File: src/rtl/ahb_mst_arbiter.sv
// rtl/ahb_mst_arbiter.sv - two-master AHB-lite arbiter (LSU/IFU onto one slave port)
//
// Purpose: grants the slave address bus to m0 (LSU) or m1 (IFU), muxes the
// address phase combinationally from the owner, and steers write data and
// error responses to whichever master owns the current data phase.
// Configuration: define AHB_ARB_RR_EN for a round-robin tie-break through a
// last-winner register; undefined gives fixed priority with m0 winning.
//
// Ports:
//   clk, rst_n                clock (rising edge), asynchronous active-low reset
//   mN_htrans_i .. mN_hwdata_i  master N request: transfer type, address,
//                             write flag, {hsize,hburst,hprot}, lock, write data
//   mN_hrdata_o/hready_o/hresp_o  read data, ready and error response to master N
//   s_htrans_o .. s_hwdata_o  muxed address phase and write data to the slave
//   s_hrdata_i/hready_i/hresp_i   slave read data, ready and response
//   gnt_o                     one-hot address-bus owner, 00 = none
module ahb_mst_arbiter #(
    parameter int AW = 32,
    parameter int DW = 32
) (
    input  logic          clk,
    input  logic          rst_n,
    input  logic [1:0]    m0_htrans_i,
    input  logic [AW-1:0] m0_haddr_i,
    input  logic          m0_hwrite_i,
    input  logic [9:0]    m0_hctrl_i,
    input  logic          m0_hmastlock_i,
    input  logic [DW-1:0] m0_hwdata_i,
    output logic [DW-1:0] m0_hrdata_o,
    output logic          m0_hready_o,
    output logic          m0_hresp_o,
    input  logic [1:0]    m1_htrans_i,
    input  logic [AW-1:0] m1_haddr_i,
    input  logic          m1_hwrite_i,
    input  logic [9:0]    m1_hctrl_i,
    input  logic          m1_hmastlock_i,
    input  logic [DW-1:0] m1_hwdata_i,
    output logic [DW-1:0] m1_hrdata_o,
    output logic          m1_hready_o,
    output logic          m1_hresp_o,
    output logic [1:0]    s_htrans_o,
    output logic [AW-1:0] s_haddr_o,
    output logic          s_hwrite_o,
    output logic [9:0]    s_hctrl_o,
    output logic          s_hmastlock_o,
    output logic [DW-1:0] s_hwdata_o,
    input  logic [DW-1:0] s_hrdata_i,
    input  logic          s_hready_i,
    input  logic          s_hresp_i,
    output logic [1:0]    gnt_o
);

    // Encoding doubles as the one-hot grant vector.
    typedef enum logic [1:0] {
        IDLE = 2'b00,
        OWN0 = 2'b01,
        OWN1 = 2'b10
    } state_t;

    state_t     state_q, state_d, win_state;
    logic [1:0] data_own_q, data_own_d;   // one-hot owner of the data phase
    logic       req0, req1, arb_pt;
`ifdef AHB_ARB_RR_EN
    logic       last_q, last_d;           // 1 = m1 won the last tie
`endif

    assign req0  = m0_htrans_i[1];
    assign req1  = m1_htrans_i[1];
    assign gnt_o = state_q;

    // Address phase mux: owner passes straight through, IDLE drives zeros.
    always_comb begin
        s_htrans_o    = 2'b00;
        s_haddr_o     = '0;
        s_hwrite_o    = 1'b0;
        s_hctrl_o     = '0;
        s_hmastlock_o = 1'b0;
        case (state_q)
            OWN0: begin
                s_htrans_o    = m0_htrans_i;
                s_haddr_o     = m0_haddr_i;
                s_hwrite_o    = m0_hwrite_i;
                s_hctrl_o     = m0_hctrl_i;
                s_hmastlock_o = m0_hmastlock_i;
            end
            OWN1: begin
                s_htrans_o    = m1_htrans_i;
                s_haddr_o     = m1_haddr_i;
                s_hwrite_o    = m1_hwrite_i;
                s_hctrl_o     = m1_hctrl_i;
                s_hmastlock_o = m1_hmastlock_i;
            end
            default: ;
        endcase
    end

    // The owner releases only by presenting IDLE unlocked while the slave is
    // ready; that same edge retires its last data phase, so the next owner's
    // address phase never overlaps a foreign data phase.
    assign arb_pt = s_hready_i &&
                    ((state_q == IDLE) || (!s_htrans_o[1] && !s_hmastlock_o));

    always_comb begin
        win_state = IDLE;
        if (req0 && req1) begin
`ifdef AHB_ARB_RR_EN
            win_state = last_q ? OWN0 : OWN1;
`else
            win_state = OWN0;
`endif
        end else if (req0) begin
            win_state = OWN0;
        end else if (req1) begin
            win_state = OWN1;
        end
    end

`ifdef AHB_ARB_RR_EN
    // Only contested grants move the last-winner pointer.
    always_comb begin
        last_d = last_q;
        if (arb_pt && req0 && req1) begin
            last_d = (win_state == OWN1);
        end
    end
`endif

    always_comb begin
        state_d    = arb_pt ? win_state : state_q;
        data_own_d = data_own_q;
        if (s_hready_i) begin
            data_own_d = s_htrans_o[1] ? state_q : 2'b00;
        end
    end

    always_ff @(posedge clk or negedge rst_n) begin
        if (!rst_n) begin
            state_q    <= IDLE;
            data_own_q <= 2'b00;
`ifdef AHB_ARB_RR_EN
            last_q     <= 1'b1;
`endif
        end else begin
            state_q    <= state_d;
            data_own_q <= data_own_d;
`ifdef AHB_ARB_RR_EN
            last_q     <= last_d;
`endif
        end
    end

    // A waiting requester is stalled; a non-requesting non-owner sees ready.
    assign m0_hready_o = (state_q == OWN0) ? s_hready_i : !req0;
    assign m1_hready_o = (state_q == OWN1) ? s_hready_i : !req1;

    assign m0_hrdata_o = s_hrdata_i;
    assign m1_hrdata_o = s_hrdata_i;

    assign m0_hresp_o  = data_own_q[0] & s_hresp_i;
    assign m1_hresp_o  = data_own_q[1] & s_hresp_i;

    always_comb begin
        case (data_own_q)
            2'b01:   s_hwdata_o = m0_hwdata_i;
            2'b10:   s_hwdata_o = m1_hwdata_i;
            default: s_hwdata_o = '0;
        endcase
    end

endmodule
File: config.mk
export PLATFORM = sky130hd
export DESIGN_NAME = ahb_mst_arbiter
export DESIGN_NICKNAME = d
export VERILOG_FILES = /design/src/rtl/ahb_mst_arbiter.sv
export SDC_FILE = /design/constraint.sdc
export NUM_CORES = 1
export LEC_CHECK = 0
export BUFFER_PORTS_ARGS = -buffer_cell sky130_fd_sc_hd__buf_2
export CORE_AREA = 3 3 129 131
export DETAILED_ROUTE_END_ITERATION = 7
export DIE_AREA = 0 0 132 134
export SLEW_MARGIN = 15
export SYNTH_ARGS = -nofsm -noshare
export SYNTH_HDL_FRONTEND = slang
export SYNTH_SLANG_ARGS = --single-unit
File: constraint.sdc
create_clock -name clk -period 2.55 [get_ports clk]
set_input_delay 0.1275 -clock clk [delete_from_list [all_inputs] [get_ports clk]]
set_output_delay 0.1275 -clock clk [all_outputs]
set_load 0.005 [all_outputs]
# Word-level counts from Yosys, hierarchy flattened

Cells that the tools add are included.

Register bits: 4
Input bits: 192
Output and inout port bits: 148
Word-level logic and storage cells: 29

Equality and inequality tests: 4
Mux-type cells: 12
Bitwise gates (word level): 2
Reduce and logical (&&, ||, !) cells: 9

Operators by type and width:

| operator           | number |
|---|---|
| $pmux 32 s2        | 2 |
| $pmux 10 s2        | 1 |
| $mux 2             | 4 |
| $eq 2x1->1 const B | 2 |
| $eq 2x2->1 const B | 2 |
| $logic_not 1->1    | 4 |
| $pmux 1 s2         | 2 |
| $pmux 2 s2         | 1 |
| $logic_and 1x1->1  | 3 |
| $and 1x1->1        | 2 |
| $logic_not 2->1    | 1 |
| $mux 1             | 2 |
| $logic_or 1x1->1   | 1 |

# Depth between registers and ports, before layout

Depth after elaboration: 6
Depth in mapped cells: 6
Depth with buffers taken out: 5

# Worst setup path after synthesis

OpenSTA, ideal clock, no wires.

Path kind: reg2out
From: register state_q[0] (netlist: gnt_o[0])
To: output s_haddr_o[0]
Data arrival time: 1.297 ns
Required time: 2.423 ns
Slack: 1.125 ns
Stages on the path, launching flop included: 6
Path buffers: 2
Cells stage by stage: dfrtp_1 -> inv_1 -> ha_1 -> buf_2 -> clkbuf_1 -> nor2b_1

Word-level cells in the longest chain between the ends: 2
Elaborated cells on any way between the ends: 3
Those cells by class: eq/ne (2); mux (1)

Ends and longest elaborated chain:

| element                                  | RTL line | RTL |
|---|---|---|
| from (decl)                              | 60       | `state_t state_q, state_d, win_state;` |
| from (signal assigned)                   | 144      | `state_q <= state_d;` |
| $eq 2x2->1 or $eq 2x1->1 (tied branches) | 78       | `case (state_q)` |
| $pmux 32 s2 (*)                          | 78       |  |
| to (decl)                                | 42       | `output logic [AW-1:0] s_haddr_o,` |

Mark *: on every way between the ends. The rest lies on a longest branch, timed or not.

# Worst setup path after layout

From: register state_q[1] (netlist: gnt_o[1])
To: output s_hctrl_o[3]

Word-level cells in the longest chain between the ends: 2
Elaborated cells on any way between the ends: 3
Those cells by class: eq/ne (2); mux (1)

Ends and longest elaborated chain:

| element                                  | RTL line | RTL |
|---|---|---|
| $eq 2x2->1 or $eq 2x1->1 (tied branches) | 78       |  |
| $pmux 10 s2 (*)                          | 78       |  |
| to (decl)                                | 44       | `output logic [9:0] s_hctrl_o,` |

Marks and branches as above.

==> impl_metrics.env <==
export IMPL_status="completed"
export IMPL_grt_pass1_wl_um=13800
export IMPL_cp_buffers_inverters=3
export IMPL_die_w_um=132
export IMPL_r2r_start="gnt_o[1]$_DFFE_PN0P_"
export IMPL_p_total_mw=2.38
export IMPL_port_buffers=243
export IMPL_diodes=0
export IMPL_dp_cells=660
export IMPL_area_growth_pct=53.7
export IMPL_grt_overflow=0
export IMPL_cp_max_fo=46
export IMPL_cp_num_cells=6
export IMPL_clk_pin_slew_worst_paths_ps=30
export IMPL_crit_slowest_cell="dfrtp_1"
export IMPL_design_area_um2=2960
export IMPL_ys_warn_count=0
export IMPL_crit_start="gnt_o[1]$_DFFE_PN0P_"
export IMPL_synth_nets=481
export IMPL_insertion_delay_ps=220
export IMPL_cts_htree_levels=1
export IMPL_crit_type="flip-flop to primary output"
export IMPL_cp_start_kind="flip-flop"
export IMPL_synthDistinctLibCells=24
export IMPL_synthTopCellsByArea="a22oi_1, buf_4, nor2b_1, nor2_1, dfrtp_1"
export IMPL_worst_hold_slack_ps=240
export IMPL_post_route_cells_drive_above_1_share=0.571
export IMPL_drt_total_wl_um=8930
export IMPL_start_util=0.123
export IMPL_ff_latch_area_um2=100
export IMPL_vias=2665
export IMPL_worstMarginPinSlew_ps=475
export IMPL_setup_tns_ps=0
export IMPL_root_buffer="clkbuf_16"
export IMPL_r2r_end="gnt_o[0]$_DFFE_PN0P_"
export IMPL_die_area_um2=17700
export IMPL_finalWeightedCongestion=0.751
export IMPL_maxCapViolations=0
export IMPL_fillers=1813
export IMPL_crit_chain="inv_1 -> ha_2 -> buf_4 -> a22oi_1 -> nor2b_1 -> buf_2"
export IMPL_cts_sinks=4
export IMPL_power_density_nw_per_um2=804
export IMPL_antenna_found_initial=0
export IMPL_yosysTopAreaCellShare=0.300
export IMPL_pin_count=340
export IMPL_drt_iter0_markers=65
export IMPL_drc=0
export IMPL_cts_max_path_buffers=2
export IMPL_grtUsageTotal=0.0923
export IMPL_slew_violations=0
export IMPL_max_slew_margin_rel=0.684
export IMPL_reg2reg_slack_ps=780
export IMPL_period_share=0.797
export IMPL_multi_input_area_um2=1210
export IMPL_cp_data_arrival_time_ps=1900
export IMPL_drt_first_pass_iters=4
export IMPL_setup_viol=0
export IMPL_syn_area_per_cell_um2=6.79
export IMPL_worst_endpoint_required_ps=2420
export IMPL_cts_tree="yes"
export IMPL_grt_pass1_vias=2682
export IMPL_wl_per_cell_um=13.5
export IMPL_core_rowCount=46
export IMPL_skew_ps=3.25
export IMPL_avgViaCountPerCell=4.01
export IMPL_rsz0062_at_grt="no"
export IMPL_async_flop_share=1.00
export IMPL_r2r_cells=6
export IMPL_ys_ff_latch=4
export IMPL_die_height_um=134
export IMPL_stdcell_count=664
export IMPL_ys_flop_type="dfrtp_1"
export IMPL_peakVddDrop_uv=365
export IMPL_endpoint_kind="primary output"
export IMPL_grt_max_degree=49
export IMPL_postRouteAntennaNets=0
export IMPL_finalHoldViolCount=0
export IMPL_ys_seq_area_frac=0.0519
export IMPL_cts_inserted_buffers=3
export IMPL_synth_edf_count=0
export IMPL_fmax_mhz=492
export IMPL_power_leakage_nw=1.52
export IMPL_dp_hpwl_um=7460
export IMPL_hold_class="input port to asynchronous set/reset pin"
export IMPL_cpPeakStageDelay_ps=430
export IMPL_synth_top_area_cell="a22oi_1"
export IMPL_place_area_um2=2880
export IMPL_layout_nets=647
export IMPL_crit_family="buffers and inverters"
export IMPL_endpoint="s_hctrl_o[3]"
export IMPL_coreArea_um2=15700
export IMPL_syn_area_um2=1930
export IMPL_netlist_instances=284
export IMPL_period_minus_slack_ps=2030
==> kinds of logic (layout without fill, tap and decap cells) <==
group	after synthesis	after routing	share of synthesized area
DFF	4	4	0.0519
adders and majority gates	5	5	0.0324
AOI/OAI and AO/OA	88	88	0.340
and+or+nand+nor	93	93	0.255
buffers and inverters	94	258	0.321
==> state kept, by name, indices dropped and copies added, names as in the netlist <==
register / count
data_own_q: 2
gnt_o: 2
==> where the power goes <==
part	switching [mW]	leakage (nW)	internal [mW]
clock network	0.0427	0.0370	0.200
logic	1.08	1.43	0.945
registers	0.0297	0.0517	0.0871
total	1.15	1.52	1.23
==> per-layer routing <==
metal | global-route usage | share of wire | vias up
met3 | 0.0319 | 0.12 | 18
met5 | 0 | 0 | -
li1 | - | - | 1268
met4 | 0.0140 | 0.014 | 0
met1 | 0.107 | 0.38 | 1149
met2 | 0.168 | 0.48 | 230
==> worst reg2reg max path, cell delays in order (launching register included) <==
cell and delay [ps]:
dfrtp_1 430, inv_1 100, ha_1 280, buf_4 330, nor2b_1 270, o22a_1 170
nand3_1 80
==> Yosys cell counts, drive strengths merged, types with 4 or more instances <==
cell,n
buf,79
nand2,6
clkbuf,10
nor2,32
a22oi,77
inv,5
nor2b,47
dfrtp,4
ha,5
==> final cells by class <==
type | instances | area share
Clock buffer | 3 | 0.0253
Multi-Input combinational cell | 186 | 0.410
Sequential cell | 4 | 0.0338
Tap cell | 216 | 0.0912
Timing Repair Buffer | 250 | 0.433
Inverter | 5 | 0.00633
==> worst min-delay path by stage <==
| stage | startpoint | end | slack [ps] | cells after the start |
|---|---|---|---|---|
| after floorplan | rst_n | data_own_q[0]$_DFFE_PN0P_ | -170 | 0 |
| after global placement | rst_n | data_own_q[0]$_DFFE_PN0P_ | -60 | 1 |
| after detailed placement | rst_n | data_own_q[0]$_DFFE_PN0P_ | -60 | 1 |
| after CTS | rst_n | data_own_q[0]$_DFFE_PN0P_ | 240 | 2 |
| after global routing | s_hrdata_i[7] | m1_hrdata_o[7] | 260 | 0 |
| final | rst_n | data_own_q[1]$_DFFE_PN0P_ | 240 | 2 |
==> timing repair <==
item	CTS	global route
setup endpoints to repair	0	0
hold buffers	1	0
hold endpoints to repair	4	0
gates resized for setup	0	0
setup buffers	0	0
==> layout by cell type (no fill, tap or decap), types with 3 or more instances in the layout <==
cell type  count
nor2_1        32
nand2_1        6
clkbuf_16      3
dfrtp_1        4
inv_1          5
buf_2        243
nor2b_1       47
a22oi_1       77
buf_4          5
ha_1           3
==> per-stage QoR <==
step,setup WS (ps),utilization
after floorplan,1130,-
after global placement,743,0.183
after detailed placement,729,0.183
after CTS,490,0.189
after global routing,393,0.189
final,518,0.189
No activity file was read; power rests on OpenSTA's default activity.
